**src/rtl/adam_obi_pkg.sv**
```systemverilog
// Shared types and helpers for the OBI arbiter: pause FSM states and the
// round-robin pick function used by adam_obi_arbiter.
package adam_obi_pkg;

    typedef enum logic [1:0] {
        RUN,
        DRAIN,
        PAUSED
    } arb_state_t;

    // Upper bound on the requester count the pick helper can search.
    localparam int unsigned PICK_MAX = 32;

    // First requesting index at or after ptr, wrapping modulo n.
    // valid is 0 when no index in [0, n) is requesting.
    function automatic int unsigned rr_pick(
        input  logic [PICK_MAX-1:0] req,
        input  int unsigned         n,
        input  int unsigned         ptr,
        output logic                valid
    );
        int unsigned idx;
        int unsigned k;
        valid = 1'b0;
        idx   = ptr;
        for (int unsigned i = 0; i < PICK_MAX; i++) begin
            if (i < n && !valid) begin
                k = ptr + i;
                if (k >= n) k = k - n;
                if (req[k]) begin
                    valid = 1'b1;
                    idx   = k;
                end
            end
        end
        return idx;
    endfunction

endpackage

```
**src/rtl/adam_obi_arbiter_idfifo.sv**
```systemverilog
// ID FIFO for the OBI arbiter: remembers which requester issued each
// outstanding transaction so in-order responses can be routed back.
module adam_obi_arbiter_idfifo #(
    parameter int unsigned DEPTH = 4,
    parameter int unsigned WIDTH = 1
) (
    input  logic             clk,
    input  logic             rst,
    input  logic             push,
    input  logic             pop,
    input  logic [WIDTH-1:0] din,
    output logic             full,
    output logic             empty,
    output logic [WIDTH-1:0] head
);

    localparam int unsigned PTR_W = (DEPTH > 1) ? $clog2(DEPTH) : 1;
    localparam int unsigned CNT_W = $clog2(DEPTH + 1);

    logic [WIDTH-1:0] mem [DEPTH];
    logic [PTR_W-1:0] wr_ptr;
    logic [PTR_W-1:0] rd_ptr;
    logic [CNT_W-1:0] count;
    logic             push_ok;
    logic             pop_ok;

    assign full    = (count == CNT_W'(DEPTH));
    assign empty   = (count == '0);
    assign head    = mem[rd_ptr];
    assign push_ok = push && !full;
    assign pop_ok  = pop && !empty;

    // Pointer and occupancy tracking; cleared asynchronously.
    always_ff @(posedge clk or posedge rst) begin
        if (rst) begin
            wr_ptr <= '0;
            rd_ptr <= '0;
            count  <= '0;
        end else begin
            if (push_ok)
                wr_ptr <= (wr_ptr == PTR_W'(DEPTH - 1)) ? '0 : wr_ptr + PTR_W'(1);
            if (pop_ok)
                rd_ptr <= (rd_ptr == PTR_W'(DEPTH - 1)) ? '0 : rd_ptr + PTR_W'(1);
            case ({push_ok, pop_ok})
                2'b10:   count <= count + CNT_W'(1);
                2'b01:   count <= count - CNT_W'(1);
                default: count <= count;
            endcase
        end
    end

    // Entry storage; contents are only meaningful below the occupancy count.
    always_ff @(posedge clk) begin
        if (push_ok) mem[wr_ptr] <= din;
    end

endmodule

```
**src/rtl/adam_obi_arbiter.sv**
```systemverilog
// Shares one OBI master port between NO_SLVS requesters. Round-robin
// arbitration with OBI request locking, in-order response routing through an
// ID FIFO, and a pause/drain handshake.
// Optional: define ADAM_OBI_ARBITER_FIXED_PRIO_EN for fixed priority
// (lowest index wins, no round-robin pointer).
module adam_obi_arbiter
    import adam_obi_pkg::*;
#(
    parameter int unsigned ADDR_W    = 32,
    parameter int unsigned DATA_W    = 32,
    parameter int unsigned STRB_W    = DATA_W / 8,
    parameter int unsigned NO_SLVS   = 2,
    parameter int unsigned MAX_TRANS = 4,
    parameter int unsigned IDX_W     = (NO_SLVS > 1) ? $clog2(NO_SLVS) : 1
) (
    input  logic                             clk,
    input  logic                             rst,

    input  logic                             pause_req,
    output logic                             pause_ack,

    input  logic [NO_SLVS-1:0]               slv_req,
    output logic [NO_SLVS-1:0]               slv_gnt,
    input  logic [NO_SLVS-1:0][ADDR_W-1:0]   slv_addr,
    input  logic [NO_SLVS-1:0]               slv_we,
    input  logic [NO_SLVS-1:0][STRB_W-1:0]   slv_be,
    input  logic [NO_SLVS-1:0][DATA_W-1:0]   slv_wdata,
    output logic [NO_SLVS-1:0]               slv_rvalid,
    output logic [NO_SLVS-1:0][DATA_W-1:0]   slv_rdata,

    output logic                             mst_req,
    input  logic                             mst_gnt,
    output logic [ADDR_W-1:0]                mst_addr,
    output logic                             mst_we,
    output logic [STRB_W-1:0]                mst_be,
    output logic [DATA_W-1:0]                mst_wdata,
    input  logic                             mst_rvalid,
    input  logic [DATA_W-1:0]                mst_rdata
);

    arb_state_t       state, state_d;
    logic             lock, lock_d;
    logic [IDX_W-1:0] lock_idx;
    logic [IDX_W-1:0] pick_idx;
    logic             pick_valid;
    logic [IDX_W-1:0] sel;
    logic             en;
    logic             hs;
    logic             rsp;
    logic             full;
    logic             empty;
    logic [IDX_W-1:0] head;
`ifndef ADAM_OBI_ARBITER_FIXED_PRIO_EN
    logic [IDX_W-1:0] rr_ptr;
`endif

    // Request selection, lock hold and muxing onto the shared port.
    always_comb begin
        pick_valid = 1'b0;
`ifdef ADAM_OBI_ARBITER_FIXED_PRIO_EN
        pick_idx = IDX_W'(rr_pick(PICK_MAX'(slv_req), NO_SLVS, 0, pick_valid));
`else
        pick_idx = IDX_W'(rr_pick(PICK_MAX'(slv_req), NO_SLVS, 32'(rr_ptr), pick_valid));
`endif
        sel       = lock ? lock_idx : pick_idx;
        en        = (state == RUN) && !full;
        mst_req   = en && (lock ? slv_req[lock_idx] : pick_valid);
        mst_addr  = slv_addr[sel];
        mst_we    = slv_we[sel];
        mst_be    = slv_be[sel];
        mst_wdata = slv_wdata[sel];
        hs        = mst_req && mst_gnt;
        lock_d    = lock;
        if (hs)           lock_d = 1'b0;
        else if (mst_req) lock_d = 1'b1;
        slv_gnt = '0;
        if (hs) slv_gnt[sel] = 1'b1;
    end

    // Route each response to the requester at the head of the ID FIFO.
    always_comb begin
        rsp        = mst_rvalid && !empty;
        slv_rvalid = '0;
        slv_rdata  = '0;
        for (int unsigned i = 0; i < NO_SLVS; i++) begin
            if (rsp && head == IDX_W'(i)) begin
                slv_rvalid[i] = 1'b1;
                slv_rdata[i]  = mst_rdata;
            end
        end
    end

    // Lock register: holds a requested-but-ungranted selection stable.
    always_ff @(posedge clk or posedge rst) begin
        if (rst) begin
            lock     <= 1'b0;
            lock_idx <= '0;
        end else begin
            lock <= lock_d;
            if (mst_req && !mst_gnt) lock_idx <= sel;
        end
    end

`ifndef ADAM_OBI_ARBITER_FIXED_PRIO_EN
    // Round-robin pointer advances past the index that just handshook.
    always_ff @(posedge clk or posedge rst) begin
        if (rst) begin
            rr_ptr <= '0;
        end else if (hs) begin
            rr_ptr <= (sel == IDX_W'(NO_SLVS - 1)) ? '0 : sel + IDX_W'(1);
        end
    end
`endif

    // Pause FSM state register; block comes out of reset paused.
    always_ff @(posedge clk or posedge rst) begin
        if (rst) state <= PAUSED;
        else     state <= state_d;
    end

    // Pause FSM next state. Leaving RUN looks at the next lock value so a
    // request that is going unanswered this cycle is never withdrawn.
    always_comb begin
        state_d = state;
        case (state)
            RUN:     if (pause_req && !lock_d) state_d = DRAIN;
            DRAIN:   if (empty)                state_d = PAUSED;
            PAUSED:  if (!pause_req)           state_d = RUN;
            default:                           state_d = RUN;
        endcase
    end

    assign pause_ack = (state == PAUSED);

    adam_obi_arbiter_idfifo #(
        .DEPTH (MAX_TRANS),
        .WIDTH (IDX_W)
    ) u_idfifo (
        .clk   (clk),
        .rst   (rst),
        .push  (hs),
        .pop   (rsp),
        .din   (sel),
        .full  (full),
        .empty (empty),
        .head  (head)
    );

endmodule

```
**config.mk**
```make
export PLATFORM = sky130hd
export DESIGN_NAME = adam_obi_arbiter
export DESIGN_NICKNAME = d
export VERILOG_FILES = /design/src/rtl/adam_obi_pkg.sv /design/src/rtl/adam_obi_arbiter_idfifo.sv /design/src/rtl/adam_obi_arbiter.sv
export SDC_FILE = /design/constraint.sdc
export NUM_CORES = 1
export LEC_CHECK = 0
export BUFFER_PORTS_ARGS = -buffer_cell sky130_fd_sc_hd__buf_2
export CAP_MARGIN = 20
export CORE_AREA = 3 3 121 123
export CTS_CLUSTER_DIAMETER = 120
export DETAILED_ROUTE_END_ITERATION = 8
export DIE_AREA = 0 0 124 126
export PLACE_DENSITY_LB_ADDON = 0.1
export SLEW_MARGIN = 40
export SYNTH_ARGS = -nofsm -noshare
export SYNTH_HDL_FRONTEND = slang
export SYNTH_SLANG_ARGS = --single-unit
```
**constraint.sdc**
```tcl
create_clock -name clk -period 5.2 [get_ports clk]
set_input_delay 0.78 -clock clk [delete_from_list [all_inputs] [get_ports clk]]
set_output_delay 0.78 -clock clk [all_outputs]
set_load 0.05 [all_outputs]
```
* After elaboration in Yosys (flattened, before gate mapping)
Memory sizes are Yosys's and may differ from the RTL's.
Index checks and enable logic that the tools add are counted.
** Storage, ports and cells
- Flip-flop bits (word level) :: 12
- Memory bits (writable) :: 4
- Memories :: 1
** Memory list
- u_idfifo.mem :: words 4, bits a word 1, read ports 1, clocked after Yosys merged registers in 0, write ports 1, RTL line adam_obi_arbiter_idfifo.sv:20 : logic [WIDTH-1:0] mem [DEPTH];
** Cells by class
- Add/sub/neg operators :: 8
- $lt $le $gt $ge :: 7
- Equal/unequal tests :: 10
- Muxes and demuxes :: 44
- Bitwise logic cells :: 1
- Reduce and logical (&&, ||, !) cells :: 19
** Operators by type and width (number)
- 2-to-1 mux 32 bit :: 9
- < comparator 32 x 6 -> 1 bit (second input constant) :: 2
- 2-to-1 mux 1 bit :: 22
- 2-to-1 mux 2 bit :: 6
- logical AND 1 bit :: 11
- binary-select mux 1 bit (select 5 bit) :: 2
- equality test 2 bit (second input constant) :: 4
- 2-to-1 mux 4 bit :: 2
- one-hot mux 2 bit (3 select lines) :: 1
- one-hot mux 3 bit (2 select lines) :: 1
- adder 2 x 1 -> 2 bit (second input constant) :: 2
- equality test 2 x 1 -> 1 bit (second input constant) :: 2
- zero test 1 bit :: 4
- < comparator 1 x 2 -> 1 bit (second input constant) :: 2
- inequality test 2 x 1 -> 1 bit (second input constant) :: 2
- adder 3 x 1 -> 3 bit (second input constant) :: 1
- equality test 3 bit (second input constant) :: 1
- zero test 3 bit :: 1
- AND reduction 3 bit :: 1
- subtractor 1 x 2 -> 3 bit (second input constant) :: 1
- subtractor 2 x 2 -> 3 bit (second input constant) :: 1
- subtractor 3 x 1 -> 3 bit (second input constant) :: 1
- adder 1 x 1 -> 2 bit (second input constant) :: 1
- greater-or-equal comparator 1 x 2 -> 1 bit (second input constant) :: 1
- other kinds (8) :: 8

* Longest topological paths before layout
- Depth in word-level cells :: 18
- Depth in mapped cells :: 10

* By module
From an unflattened synthesis, not the netlist that was laid out.
** Unflattened totals
- Cell total of the unflattened synthesis :: 235
- Area total of the unflattened synthesis :: 2496.1 um^2
** Modules (own cells, without submodules)
- adam_obi_arbiter :: times used 1, cells each 189, area each 1890.6 um^2
- adam_obi_arbiter_idfifo :: times used 1, cells each 46, area each 605.6 um^2

* Worst setup path before layout
OpenSTA, ideal clock, no wires.
- Kind :: input -> output
- From :: in slv_req[1]
- To :: out slv_gnt[0]
- Arrival :: 2673 ps
- Required time :: 4420 ps
- Path slack :: 1747 ps
- Stages on the path :: 4
- Path buffers :: 0
- Cell sequence :: mux2i_1 -> a2111oi_4 -> nand2_4 -> nor2_1
** Between the ends
- Elaborated cells on any way between the ends :: 22
** RTL lines
- start, declared :: RTL line adam_obi_arbiter.sv:22 : input logic [NO_SLVS-1:0] slv_req,
- binary-select mux 1 bit (select 5 bit) :: RTL line adam_obi_pkg.sv:30 : if (req[k]) begin
- 2-to-1 mux 1 bit (not written as such) :: RTL line adam_obi_pkg.sv:30
- 2-to-1 mux 1 bit :: RTL line adam_obi_pkg.sv:30
- 2-to-1 mux 1 bit :: RTL line adam_obi_pkg.sv:27 : if (i < n && !valid) begin
- 2-to-1 mux 1 bit * :: RTL line adam_obi_arbiter.sv:67 : mst_req = en && (lock ? slv_req[lock_idx] : pick_valid);
- logical AND 1 bit * :: RTL line adam_obi_arbiter.sv:67
- via mst_req :: RTL line adam_obi_arbiter.sv:31 : output logic mst_req,
- logical AND 1 bit * :: RTL line adam_obi_arbiter.sv:72 : hs = mst_req && mst_gnt;
- 2-to-1 mux 2 bit * :: RTL line adam_obi_arbiter.sv:77 : if (hs) slv_gnt[sel] = 1'b1;
- end, declared :: RTL line adam_obi_arbiter.sv:23 : output logic [NO_SLVS-1:0] slv_gnt,
The timed path passes the listed nets; every way through them passes the cells marked *. The select of a mux whose other input is x is not followed.

* Worst setup path after layout
- From :: in slv_req[1]
- To :: out mst_addr[16]
** Between the ends
- Cells in the longest elaborated chain, start to end :: 8
- Elaborated cells on any way between the ends :: 11
** Ends and longest elaborated chain
- binary-select mux 1 bit (select 5 bit) :: RTL line adam_obi_pkg.sv:30
- 2-to-1 mux 1 bit (not written as such) :: RTL line adam_obi_pkg.sv:30
- 2-to-1 mux 1 bit (2 in a row) :: RTL line adam_obi_pkg.sv:30
- 2-to-1 mux 1 bit * :: RTL line adam_obi_pkg.sv:27
- 2-to-1 mux 1 bit * :: RTL line adam_obi_arbiter.sv:65 : sel = lock ? lock_idx : pick_idx;
- 2-to-1 mux 32 bit (not written as such) * (2 in a row) :: RTL line adam_obi_arbiter.sv:68 : mst_addr = slv_addr[sel];
- end, declared :: RTL line adam_obi_arbiter.sv:33 : output logic [ADDR_W-1:0] mst_addr,
Every way passes the cells marked *; elsewhere a longest branch is shown, timed or not. The select of a mux whose other input is x is not followed.

==> results.txt <==
The flow ran to the end, and the final reports show no timing, DRC or antenna violations. The sort of element at the end of the critical path is an output pin. TritonCTS built the clock tree. The max-cap check violation count came out at 0. The placed wire-length estimate came out at 9550 um. After detailed routing, the number of remaining DRC violations is 0. Across all hold checks on the routed design, the worst slack comes to 0.483 ns. The multi-input gate area in the final layout came out at 1700 um2.

The number of standard cells after synthesis came out at 266. The share of the clock period used by the worst path came out at 65.8%. The arrival time of the worst setup path came out at 2.64 ns. The relative slew slack came out at 55.4%. The met1 demand-to-capacity share in global routing is 16.1%. The total power draw came out at 2.85 mW. The accumulated negative setup slack is 0 ns. The reg-to-reg critical path endpoint is u_idfifo.count[2]. Global routing consumed, over all layers together, 12.4% of the routing resources.

The worst register-to-register path begins at u_idfifo.count[0]. Counting every sink on the clock net gives 16. The tightest min-delay check is of the reg -> reg type. The synthesized flop and latch total is 16.

Entering global routing, the biggest net connects 78 pins. The cell count of the worst hold path is 1. The count of nets after finishing came out at 748. The number of antenna violations at the first check in global routing is 2. Clock tree synthesis inserted a total of 3 buffers.

The worst setup path is launched from a primary input. After detailed routing, the total wire length is 11000 um. Setup repair after global routing left no endpoint under its margin. The area overhead of the layout relative to synthesis came out at 79.7%. In this run the worst path has a maximum fanout of 77. The I/O pin count came out at 316. The vertical die dimension is 126 um. The transition time at the pin with the least slew margin came out at 0.668 ns. The floorplan core area is 13800 um2. The total of warnings raised by yosys is 0. Setup violations remaining at the end of the flow were counted as 0.

The path with the worst hold slack has its endpoint at u_idfifo.count[2]. Before antenna repair, the detailed router went through 4 iterations. The number of failing hold endpoints at the final stage came out at 0. The minimum clock period is 3.42 ns.

The footprint of the flip-flops and latches is 422 um2. The count of placed standard cells including taps came out at 739. The number of slew-limit violations in the final report came out at 0. The congestion estimate from routability-driven global placement came to 1.08. The share of synthesized area occupied by flip-flops and latches came out at 18.7%. The filler-free cell count of the finished design is 744. The met3 usage is 2.02%. Data on the critical path is required at its endpoint by 4.42 ns.

The worst min-delay path startpoint is u_idfifo.count[2]. The maximum clock rate is 0.292 GHz. Hold repair after CTS inserted 0 buffers. In the final routed layout, each cell accounts on average for 14.8 um.

The final instance area is 4050 um2. The first global-routing pass estimated 15100 um of wire. The die covers 15600 um2.

The cell area power density came out at 703 nW/um2. In this run the tool buffered the top-level ports with 315 buffer cells. The via total after detailed routing came out at 3014.

Fill cells in the final layout number 1516. The worst-case reg-to-reg path depth came out at 8. For this design the static power due to leakage is 2.39 nW. The clock tree root driver cell is sky130_fd_sc_hd__clkbuf_16. In the layout the commonest cells are sky130_fd_sc_hd__buf_2, sky130_fd_sc_hd__mux2_2, sky130_fd_sc_hd__nor2_1, sky130_fd_sc_hd__and3_1, sky130_fd_sc_hd__nand2_1. The die is 124 um wide.

The cell area after synthesis is 2250 um2. The antenna violation net count after detailed routing is 0. The number of cell rows came out at 43. The worst setup path is of the in -> out kind.

The clock passes through at most 2 buffers. The total nets after synthesis is 450. The clock transition at the registers of the reported paths is 0.05 ns.

For met2 alone, demand over resource in global routing was 22.7%. After the first detailed-routing iteration, the DRC count stood at 73. The clock tree skew after final layout came out at 0.00206 ns. The buffer count from post-CTS setup fixing came out at 0. The count of cells resized by post-cts repair is 0. The number of global-route vias before repair came out at 2822. VDD sags by at most 300 uV. The most common cell after layout, fill and taps aside is sky130_fd_sc_hd__buf_2. CTS built an H-tree with a depth of 1.

The setup slack of the worst register-to-register path came out at 2.79 ns. The starting density of the core is 16.4%. In this run the cell area measured after placement is 3960 um2.

The number of different library cells used by synthesis comes to 38. After global routing, the most crowded layer is met2. The post-synthesis average cell area came out at 8.47 um2. The clock latency at the later pin of the worst-skew pair came out at 0.24 ns. The share of post-route cells with drive strength above 1 is 71.2%. The number of vias per cell came out at 4.05. The total global routing overflow came out at 0.
[flip-flops by register name, summed over array words and instances (netlist names)]
signal,cells
u_idfifo.mem,4
u_idfifo.wr_ptr,2
state,2
u_idfifo.count,3
rr_ptr,1
lock,1
lock_idx,1
u_idfifo.rd_ptr,2
[power breakdown]
group	switching (mW)	internal, mW	total (mW)
sequential	0.0538	0.189	0.243
clock	0.0468	0.104	0.151
combinational	1.75	0.701	2.45
total	1.85	0.995	2.85
[cells by family (layout without fill, tap and decap cells)]
family	count (synthesis)	in the layout	synth area share, %
mux	78	78	39.6
xor+xnor	3	3	1.17
simple gates	122	122	26.4
buf+inv	32	329	6.61
compound gates	7	7	2.83
fa+ha+maj	8	8	4.66
other cells	0	1	0
flops	16	16	18.7
[cells in the mapped netlist]
cell type	n	area share, %
sky130_fd_sc_hd__nor3_1	1	0.22
sky130_fd_sc_hd__o21ai_0	2	0.44
sky130_fd_sc_hd__nor4b_1	1	0.39
sky130_fd_sc_hd__nand2_1	34	5.7
sky130_fd_sc_hd__mux2_2	72	36
sky130_fd_sc_hd__o21ai_1	1	0.22
sky130_fd_sc_hd__and3_2	1	0.33
sky130_fd_sc_hd__nand3_1	1	0.22
sky130_fd_sc_hd__mux2_4	2	1.3
sky130_fd_sc_hd__a2111oi_4	1	1.2
sky130_fd_sc_hd__or3_1	1	0.28
sky130_fd_sc_hd__nand2_4	1	0.50
sky130_fd_sc_hd__ha_1	6	3.3
sky130_fd_sc_hd__nor2b_1	4	1.1
sky130_fd_sc_hd__nor2_1	37	6.2
sky130_fd_sc_hd__dfstp_2	1	1.2
sky130_fd_sc_hd__and2_0	1	0.28
sky130_fd_sc_hd__nor3b_1	1	0.33
sky130_fd_sc_hd__maj3_1	1	0.44
sky130_fd_sc_hd__dfrtp_1	11	12
sky130_fd_sc_hd__xnor2_1	1	0.39
sky130_fd_sc_hd__buf_1	1	0.17
sky130_fd_sc_hd__inv_1	9	1.5
sky130_fd_sc_hd__and2b_1	1	0.33
sky130_fd_sc_hd__o21a_1	1	0.33
sky130_fd_sc_hd__buf_4	6	2.0
sky130_fd_sc_hd__o211ai_1	1	0.33
sky130_fd_sc_hd__a31oi_1	1	0.28
sky130_fd_sc_hd__clkbuf_1	11	1.8
sky130_fd_sc_hd__mux2i_1	3	1.3
sky130_fd_sc_hd__buf_2	5	1.1
sky130_fd_sc_hd__mux4_2	1	1.0
sky130_fd_sc_hd__fa_1	1	0.89
sky130_fd_sc_hd__edfxtp_1	4	5.3
sky130_fd_sc_hd__and3_1	36	10
sky130_fd_sc_hd__xor2_1	2	0.78
sky130_fd_sc_hd__nand2b_1	1	0.28
sky130_fd_sc_hd__or2_2	1	0.28
[metal layers]
metal	wire [um]	vias up
met3	911	4
met5	0	-
met1	4360	1345
met2	5650	159
li1	-	1506
met4	74	0
[through the flow]
step	setup WS (ns)	utilization, %
floorplan	1.75	-
global placement	1.59	28.8
detailed placement	1.60	28.8
CTS	1.60	29.4
global route	1.70	29.4
finish	1.78	29.4
[critical path, cell delays in order]
cell and delay (ns):
sky130_fd_sc_hd__buf_2 0.10, sky130_fd_sc_hd__inv_1 0.04, sky130_fd_sc_hd__maj3_1 0.37, sky130_fd_sc_hd__o21ai_4 0.13
sky130_fd_sc_hd__buf_6 0.50, sky130_fd_sc_hd__mux2_2 0.42, sky130_fd_sc_hd__buf_2 0.22
[final cells by class]
class | instances | share of cell area [%]
multi-input combinational | 218 | 42.0
timing repair buffer | 316 | 39.2
sequential | 16 | 10.4
tap | 180 | 5.56
clock buffer | 4 | 1.95
inverter | 9 | 0.834
antenna | 1 | 0.0618
[worst max-delay path by stage]
stage / start / endpoint
after detailed placement: slv_req[1] / mst_addr[16]
after CTS: slv_req[1] / mst_wdata[26]
after floorplan: slv_req[1] / slv_gnt[0]
final: slv_req[1] / mst_addr[16]
after global placement: slv_req[1] / mst_wdata[26]
after global routing: slv_req[1] / mst_addr[16]
(Power assumes the default switching activity.)
